File: src/rtl/bouncing_box_renderer.sv
// rtl/bouncing_box_renderer.sv - RGB565 pixel colour stage drawing a border and a bouncing box
`timescale 1ns/1ps
module bouncing_box_renderer #(
  parameter int          WIDTH         = 96,
  parameter int          HEIGHT        = 64,
  parameter int          BOX_SIZE      = 8,
  parameter int          FRAME_DIV     = 2,
  parameter int          START_X       = 8,
  parameter int          START_Y       = 4,
  parameter logic [15:0] BOX_COLOUR    = 16'hF800,
  parameter logic [15:0] BORDER_COLOUR = 16'h07E0,
  parameter logic [15:0] BG_COLOUR     = 16'h0000
) (
  input  logic        clk,
  input  logic        reset,
  input  logic        enable,
  input  logic        frame_begin,
  input  logic [7:0]  x,
  input  logic [7:0]  y,
  output logic [15:0] oled_data,
  output logic [7:0]  box_x,
  output logic [7:0]  box_y,
  output logic        hit
);

  localparam logic [7:0] XMIN    = 8'd1;
  localparam logic [7:0] YMIN    = 8'd1;
  localparam logic [7:0] XMAX    = 8'(WIDTH - 1 - BOX_SIZE);
  localparam logic [7:0] YMAX    = 8'(HEIGHT - 1 - BOX_SIZE);
  localparam logic [7:0] W_END   = 8'(WIDTH);
  localparam logic [7:0] H_END   = 8'(HEIGHT);
  localparam logic [7:0] W_LAST  = 8'(WIDTH - 1);
  localparam logic [7:0] H_LAST  = 8'(HEIGHT - 1);
  localparam logic [7:0] BOX_EXT = 8'(BOX_SIZE - 1);
  localparam int         CW      = (FRAME_DIV > 1) ? $clog2(FRAME_DIV) : 1;
  localparam logic [CW-1:0] CNT_LAST = CW'(FRAME_DIV - 1);

  typedef enum logic {IDLE, STEP} state_t;

  state_t        state_q, state_d;
  logic [15:0]   oled_data_q, oled_data_d;
  logic [7:0]    box_x_q, box_x_d;
  logic [7:0]    box_y_q, box_y_d;
  logic          dir_x_q, dir_x_d;
  logic          dir_y_q, dir_y_d;
  logic [CW-1:0] frame_cnt_q, frame_cnt_d;
  logic          hit_q, hit_d;
  logic          frame_begin_q, frame_begin_d;
  logic          fb_edge;
  logic          flip_x, flip_y;

  always_ff @(posedge clk or posedge reset) begin
    if (reset) begin
      state_q       <= IDLE;
      oled_data_q   <= BG_COLOUR;
      box_x_q       <= 8'(START_X);
      box_y_q       <= 8'(START_Y);
      dir_x_q       <= 1'b1;
      dir_y_q       <= 1'b1;
      frame_cnt_q   <= '0;
      hit_q         <= 1'b0;
      frame_begin_q <= 1'b0;
    end else begin
      state_q       <= state_d;
      oled_data_q   <= oled_data_d;
      box_x_q       <= box_x_d;
      box_y_q       <= box_y_d;
      dir_x_q       <= dir_x_d;
      dir_y_q       <= dir_y_d;
      frame_cnt_q   <= frame_cnt_d;
      hit_q         <= hit_d;
      frame_begin_q <= frame_begin_d;
    end
  end

  // Direction bit: 1 moves toward larger coordinates, 0 toward smaller.
  always_comb begin
    state_d       = state_q;
    box_x_d       = box_x_q;
    box_y_d       = box_y_q;
    dir_x_d       = dir_x_q;
    dir_y_d       = dir_y_q;
    frame_cnt_d   = frame_cnt_q;
    hit_d         = 1'b0;
    frame_begin_d = frame_begin;
    fb_edge       = frame_begin & ~frame_begin_q;
    flip_x        = (dir_x_q && box_x_q == XMAX) || (!dir_x_q && box_x_q == XMIN);
    flip_y        = (dir_y_q && box_y_q == YMAX) || (!dir_y_q && box_y_q == YMIN);

    case (state_q)
      IDLE: begin
        if (fb_edge && enable) begin
          if (frame_cnt_q == CNT_LAST) begin
            frame_cnt_d = '0;
            state_d     = STEP;
          end else begin
            frame_cnt_d = frame_cnt_q + CW'(1);
          end
        end
      end
      STEP: begin
        if (flip_x) dir_x_d = ~dir_x_q;
        if (flip_y) dir_y_d = ~dir_y_q;
        box_x_d = (dir_x_q ^ flip_x) ? box_x_q + 8'd1 : box_x_q - 8'd1;
        box_y_d = (dir_y_q ^ flip_y) ? box_y_q + 8'd1 : box_y_q - 8'd1;
        hit_d   = flip_x | flip_y;
        state_d = IDLE;
      end
      default: state_d = IDLE;
    endcase
  end

  always_comb begin
    oled_data_d = BG_COLOUR;
    if (x >= W_END || y >= H_END)
      oled_data_d = BG_COLOUR;
    else if (x == 8'd0 || x == W_LAST || y == 8'd0 || y == H_LAST)
      oled_data_d = BORDER_COLOUR;
    else if (x >= box_x_q && x <= box_x_q + BOX_EXT &&
             y >= box_y_q && y <= box_y_q + BOX_EXT)
      oled_data_d = BOX_COLOUR;
  end

  assign oled_data = oled_data_q;
  assign box_x     = box_x_q;
  assign box_y     = box_y_q;
  assign hit       = hit_q;

endmodule

File: config.mk
export PLATFORM = sky130hd
export DESIGN_NAME = bouncing_box_renderer
export DESIGN_NICKNAME = d
export VERILOG_FILES = /design/src/rtl/bouncing_box_renderer.sv
export SDC_FILE = /design/constraint.sdc
export NUM_CORES = 1
export LEC_CHECK = 0
export ABC_AREA = 1
export BUFFER_PORTS_ARGS = -buffer_cell sky130_fd_sc_hd__buf_2
export CORE_ASPECT_RATIO = 0.75
export CORE_MARGIN = 2
export CORE_UTILIZATION = 30
export CTS_CLUSTER_DIAMETER = 60
export DETAILED_ROUTE_END_ITERATION = 10
export PLACE_DENSITY = 0.49
export SLEW_MARGIN = 5
export SYNTH_ARGS = -nofsm -noshare
export SYNTH_HDL_FRONTEND = slang
export SYNTH_SLANG_ARGS = --single-unit
File: constraint.sdc
create_clock -name clk -period 2.7 [get_ports clk]
set_input_delay 0.135 -clock clk [delete_from_list [all_inputs] [get_ports clk]]
set_output_delay 0.135 -clock clk [all_outputs]
set_load 0.02 [all_outputs]
# == Word level (Yosys, flattened, before mapping) ==
# Cells that the tools add are included.
# totals
reg_bits,38
wordCells,67
# classes
n_bitwise,8
n_lt_le_gt_ge,6
n_eq_ne,6
muxes,10
reduce_logical,21
n_addsub,7
# op_table
op,count
$mux 16,3
$add 8x1->8 const B,2
$add 8x3->8 const B,2
$eq 8x1->1 const B,2
$eq 8x6->1 const B,2
$eq 8x7->1 const B,2
$ge 8x7->1 const B,2
$ge 8x8->1,2
$le 8x8->1,2
$logic_not 8->1,2
$mux 8,2
$sub 8x1->8 const B,2
$logic_and 1x1->1,8
$logic_or 1x1->1,6
$reduce_and 2->1,3
$mux 1,4
$not 1->1,4
$logic_not 1->1,2
$pmux 1 s2,1
$xor 1x1->1,2
$add 1x1->1 const B,1
$and 1x1->1,1
$or 1x1->1,1

# == Depth between registers and ports, before layout ==
# logic_depth
depth_word,8
ltp_mapped,15
depth_no_buf,14

# == Worst setup path before layout ==
# OpenSTA, ideal clock, no wires.
# synth_timing
kind,register -> register
from,register box_y_q[0] (netlist: box_y[0])
to,register oled_data_q[14] (netlist: oled_data[14])
period_less_slack_ns,2.181
path_stages_with_launch,15
arrival_ns,2.067
required_time_ns,2.586
setup_slack_ns,0.519
cell_sequence,dfrtp_1 -> inv_1 -> ha_1 -> a21oi_1 -> nand2_1 -> xor2_1 -> inv_1 -> ha_1 -> nand2_1 -> nor2_1 -> nand2_1 -> nand2_1 -> nand2_1 -> nand2_1 -> nor2_1
# synth_between
elab_chain_cells,6
word_cells_on_any_way,8
cone_classes,add/sub: 1; order compare: 2; mux: 3; reduce/logical: 2
# synth_lines
element,line_no,rtl
from (decl),43,"logic [7:0] box_y_q, box_y_d;"
from (signal assigned),57,box_y_q <= 8'(START_Y);
from (signal assigned),67,box_y_q <= box_y_d;
$add 8x3->8 or $ge 8x8->1 (tied branches),120,y >= box_y_q && y <= box_y_q + BOX_EXT)
$le 8x8->1 or $logic_and 1x1->1 (tied branches),"120, 119",
$logic_and 1x1->1 *,120,
$mux 16 *,119,else if (x >= box_x_q && x <= box_x_q + BOX_EXT &&
$mux 16 *,117,else if (x == 8'd0 || x == W_LAST || y == 8'd0 || y == H_LAST)
$mux 16 *,115,if (x >= W_END || y >= H_END)
to (signal assigned),65,oled_data_q <= oled_data_d;
to (decl),41,"logic [15:0] oled_data_q, oled_data_d;"
# Mark *: on every way between the ends. The rest lies on a longest branch, timed or not.
# A chain may end at the register's enable or synchronous reset.

# == Worst setup path in the final report ==
# Ends and elaborated chain as after synthesis.

==> reports/results.ini <==
[grt]
grt_pass1_vias = 2471
grt_antenna_before_repair = 0
grt_pass1_wl_mm = 12.6
grt_usage = 0.149
grt_max_degree = 25
grt_overflow = 0

[power_and_ir_drop]
cellPowerDensity_nw_per_um2 = 1060
combPwrFrac = 0.683
switchingPower_mw = 1.87
p_clk_frac = 0.097
p_int_mw = 1.55
vdd_drop_max_v = 0.000270
switching_share = 0.547
p_leak_nw = 1.81
finalPower_mw = 3.42
p_seq_frac = 0.220

[finish]
layout_common_cells = nand2_1, inv_1, buf_2, nor2_1, ha_1
multi_input_area_sq_um = 1930
syn2layout_area_growth_pct = 11.6
final_nets = 536
ff_latch_area_sq_um = 606
fill_cells = 1061
diodes = 0
final_common_cell = nand2_1
instances_no_fill = 608
drive_above_1_share = 0.143

[critical_path]
path_cells = inv_1 > ha_1 > a21oi_1 > nand2_1 > xor2_1 > inv_1 > ha_1 > nand2_1 > nor2_1 > nand4_1 > nand2_1 > nand2_1 > nor2_1
required_ps = 2900
crit_slowest_cell = dfrtp_1
endpoint_kind = register
crit_type = reg -> reg
arrival_ps = 2500
worstSetupStartpointType = register
worstPathMaxFanout = 7
r2r_slack_ps = 400
cp_common_cell = nand2_1
critPathMaxStageDelay_ps = 470

[floorplanning]
die_area_sq_um = 10500
die-height_um = 89.2
initial_core_util = 0.304
rows = 31
fp.dieW_um = 118
core_area_sq_um = 9540
top_level_ports = 53

[outcome]
status = finished, final reports clean

[synth]
ys_seq_elements = 24
avgSynthCellArea_sq_um = 6.55
yosys-top-cells-area = nand2_1, dfrtp_1, ha_1, inv_1, xor2_1
synth_edf_count = 0
synth_seq_area_share = 0.209
yosysTopAreaCell = nand2_1
synthFlopType = dfrtp_1
syn_inst = 443
yosysWarnings = 0
synthDistinctLibCells = 30
synth_area_sq_um = 2900
async_flop_share = 1.00
synth_top_cell_area_share = 0.208

[sta]
rsz0062_at_grt = no
fmax_ghz = 0.434
hold_viol_final = 0
drv_slew = 0
fin_worst_skew_ps = 8.21
fin_crit_ps = 2300
setup_slack_ps = 396
maxSlewHeadroom = 0.323
setup_tns_ps = 0
period_share = 0.853
worst_pin_slew_ps = 1020
setup_viol = 0

[cts]
numCtsBuffers = 3
cts_tree = yes
insertion_delay_ps = 260
post_cts_buffers = 0
cts-root-buf = clkbuf_16
clk_pin_slew_worst_paths_ps = 70
clockBufferDepth = 2
htreeDepth = 1
cts.sink_count = 24

[placement]
portBuffers = 47
gp_congestion = 0.867
hpwl_mm = 6.03
place_ws_ps = 386
place_inst = 604

[route]
met3_length_um = 290
viasPerCell = 4.44
vias = 2702
wl_mm = 7.59
wl_per_cell_um = 12.5
dr.pass1.iters = 4
routed.top_layer = met4
drc_errors = 0
ant_nets = 0
met2_length_mm = 2.94
met1Wirelength_mm = 4.32
drt_iter0_markers = 150

[worst_hold_path]
hold_class = in -> async

[job]
cap_violations = 0

-- power groups by stage --
| stage | Combinational [mW] | Sequential, mW | Clock [mW] |
|---|---|---|---|
| 6_report | 2.33 | 0.751 | 0.332 |
| 5_1_grt | 2.70 | 0.788 | 0.356 |
| 4_1_cts | 2.34 | 0.750 | 0.340 |
| 3_5_place_dp | 2.33 | 0.755 | 0 |
| 3_3_place_gp | 2.32 | 0.748 | 0 |
| 2_1_floorplan | 1.76 | 0.763 | 0 |
-- Yosys cell counts, types with 2 or more instances --
master	n
nor2_1	38
nand2_1	161
buf_2	4
xor2_1	21
o21ai_0	6
o21a_1	3
dfrtp_1	20
xnor2_1	4
nand3_1	36
a21oi_1	12
nand2_2	2
o21ai_1	5
nand2_4	2
inv_1	49
buf_4	15
inv_2	2
nand4_1	7
ha_1	38
dfstp_2	4
buf_6	4
-- critical path: cells and delay by family (launching register included) --
family                   cells  cell delay [ps]
AO/OA/AOI/OAI                1              260
XOR/XNOR                     1              150
adder cells (fa/ha/maj)      2              540
buffers and inverters        2              200
flip-flops                   1              470
AND/OR/NAND/NOR              7              620
-- flip-flops by register name, summed over array words and instances, names as in the netlist --
signal	flops
oled_data	2
dir_y_q	1
hit	1
box_y	8
frame_cnt_q	1
box_x	8
state_q	1
dir_x_q	1
frame_begin_q	1
-- metal layers --
layer	GRT usage	vias up
met5	0	-
met4	0.0263	0
met3	0.0108	2
met2	0.221	66
met1	0.235	1185
li1	-	1449
-- final cells by class --
class,count,share of cell area
multi-input combinational,347,0.597
sequential,24,0.187
timing repair buffer,51,0.0827
inverter,51,0.0591
tap,132,0.0510
clock buffer,3,0.0232
-- cells by family after synthesis --
group / share of synthesized area
buffers and inverters: 0.130
other: 0.00129
AOI/OAI and AO/OA: 0.0556
adders and majority gates: 0.164
DFF: 0.209
xor gates and xnor gates: 0.0755
and+or+nand+nor: 0.365
-- metrics by stage --
| step | instance area, sq um | hold WS [ps] | util |
|---|---|---|---|
| 2_1_floorplan | 2920 | 147 | - |
| 3_3_place_gp | 3150 | 260 | 0.330 |
| 3_5_place_dp | 3150 | 266 | 0.330 |
| 4_1_cts | 3230 | 0.243 | 0.338 |
| 5_1_grt | 3240 | 203 | 0.339 |
| 6_report | 3240 | 106 | 0.339 |
-- path summary, 6_finish.rpt --
check	end	startpoint	cells past startpoint
max	oled_data[14]	box_y[0]	13
min	box_y[4]	reset	2
max reg2reg	oled_data[14]	box_y[0]	13
min reg2reg	state_q	frame_cnt_q	2
max in group asynchronous	box_x[5]	reset	2
min in group clk	state_q	enable	3
-- what timing repair did --
| item | CTS | global route |
|---|---|---|
| gates resized for setup | 0 | 0 |
| hold buffers | 0 | 1 |
| hold endpoints to repair | 0 | 1 |
No activity file was read; power rests on OpenSTA's default activity.
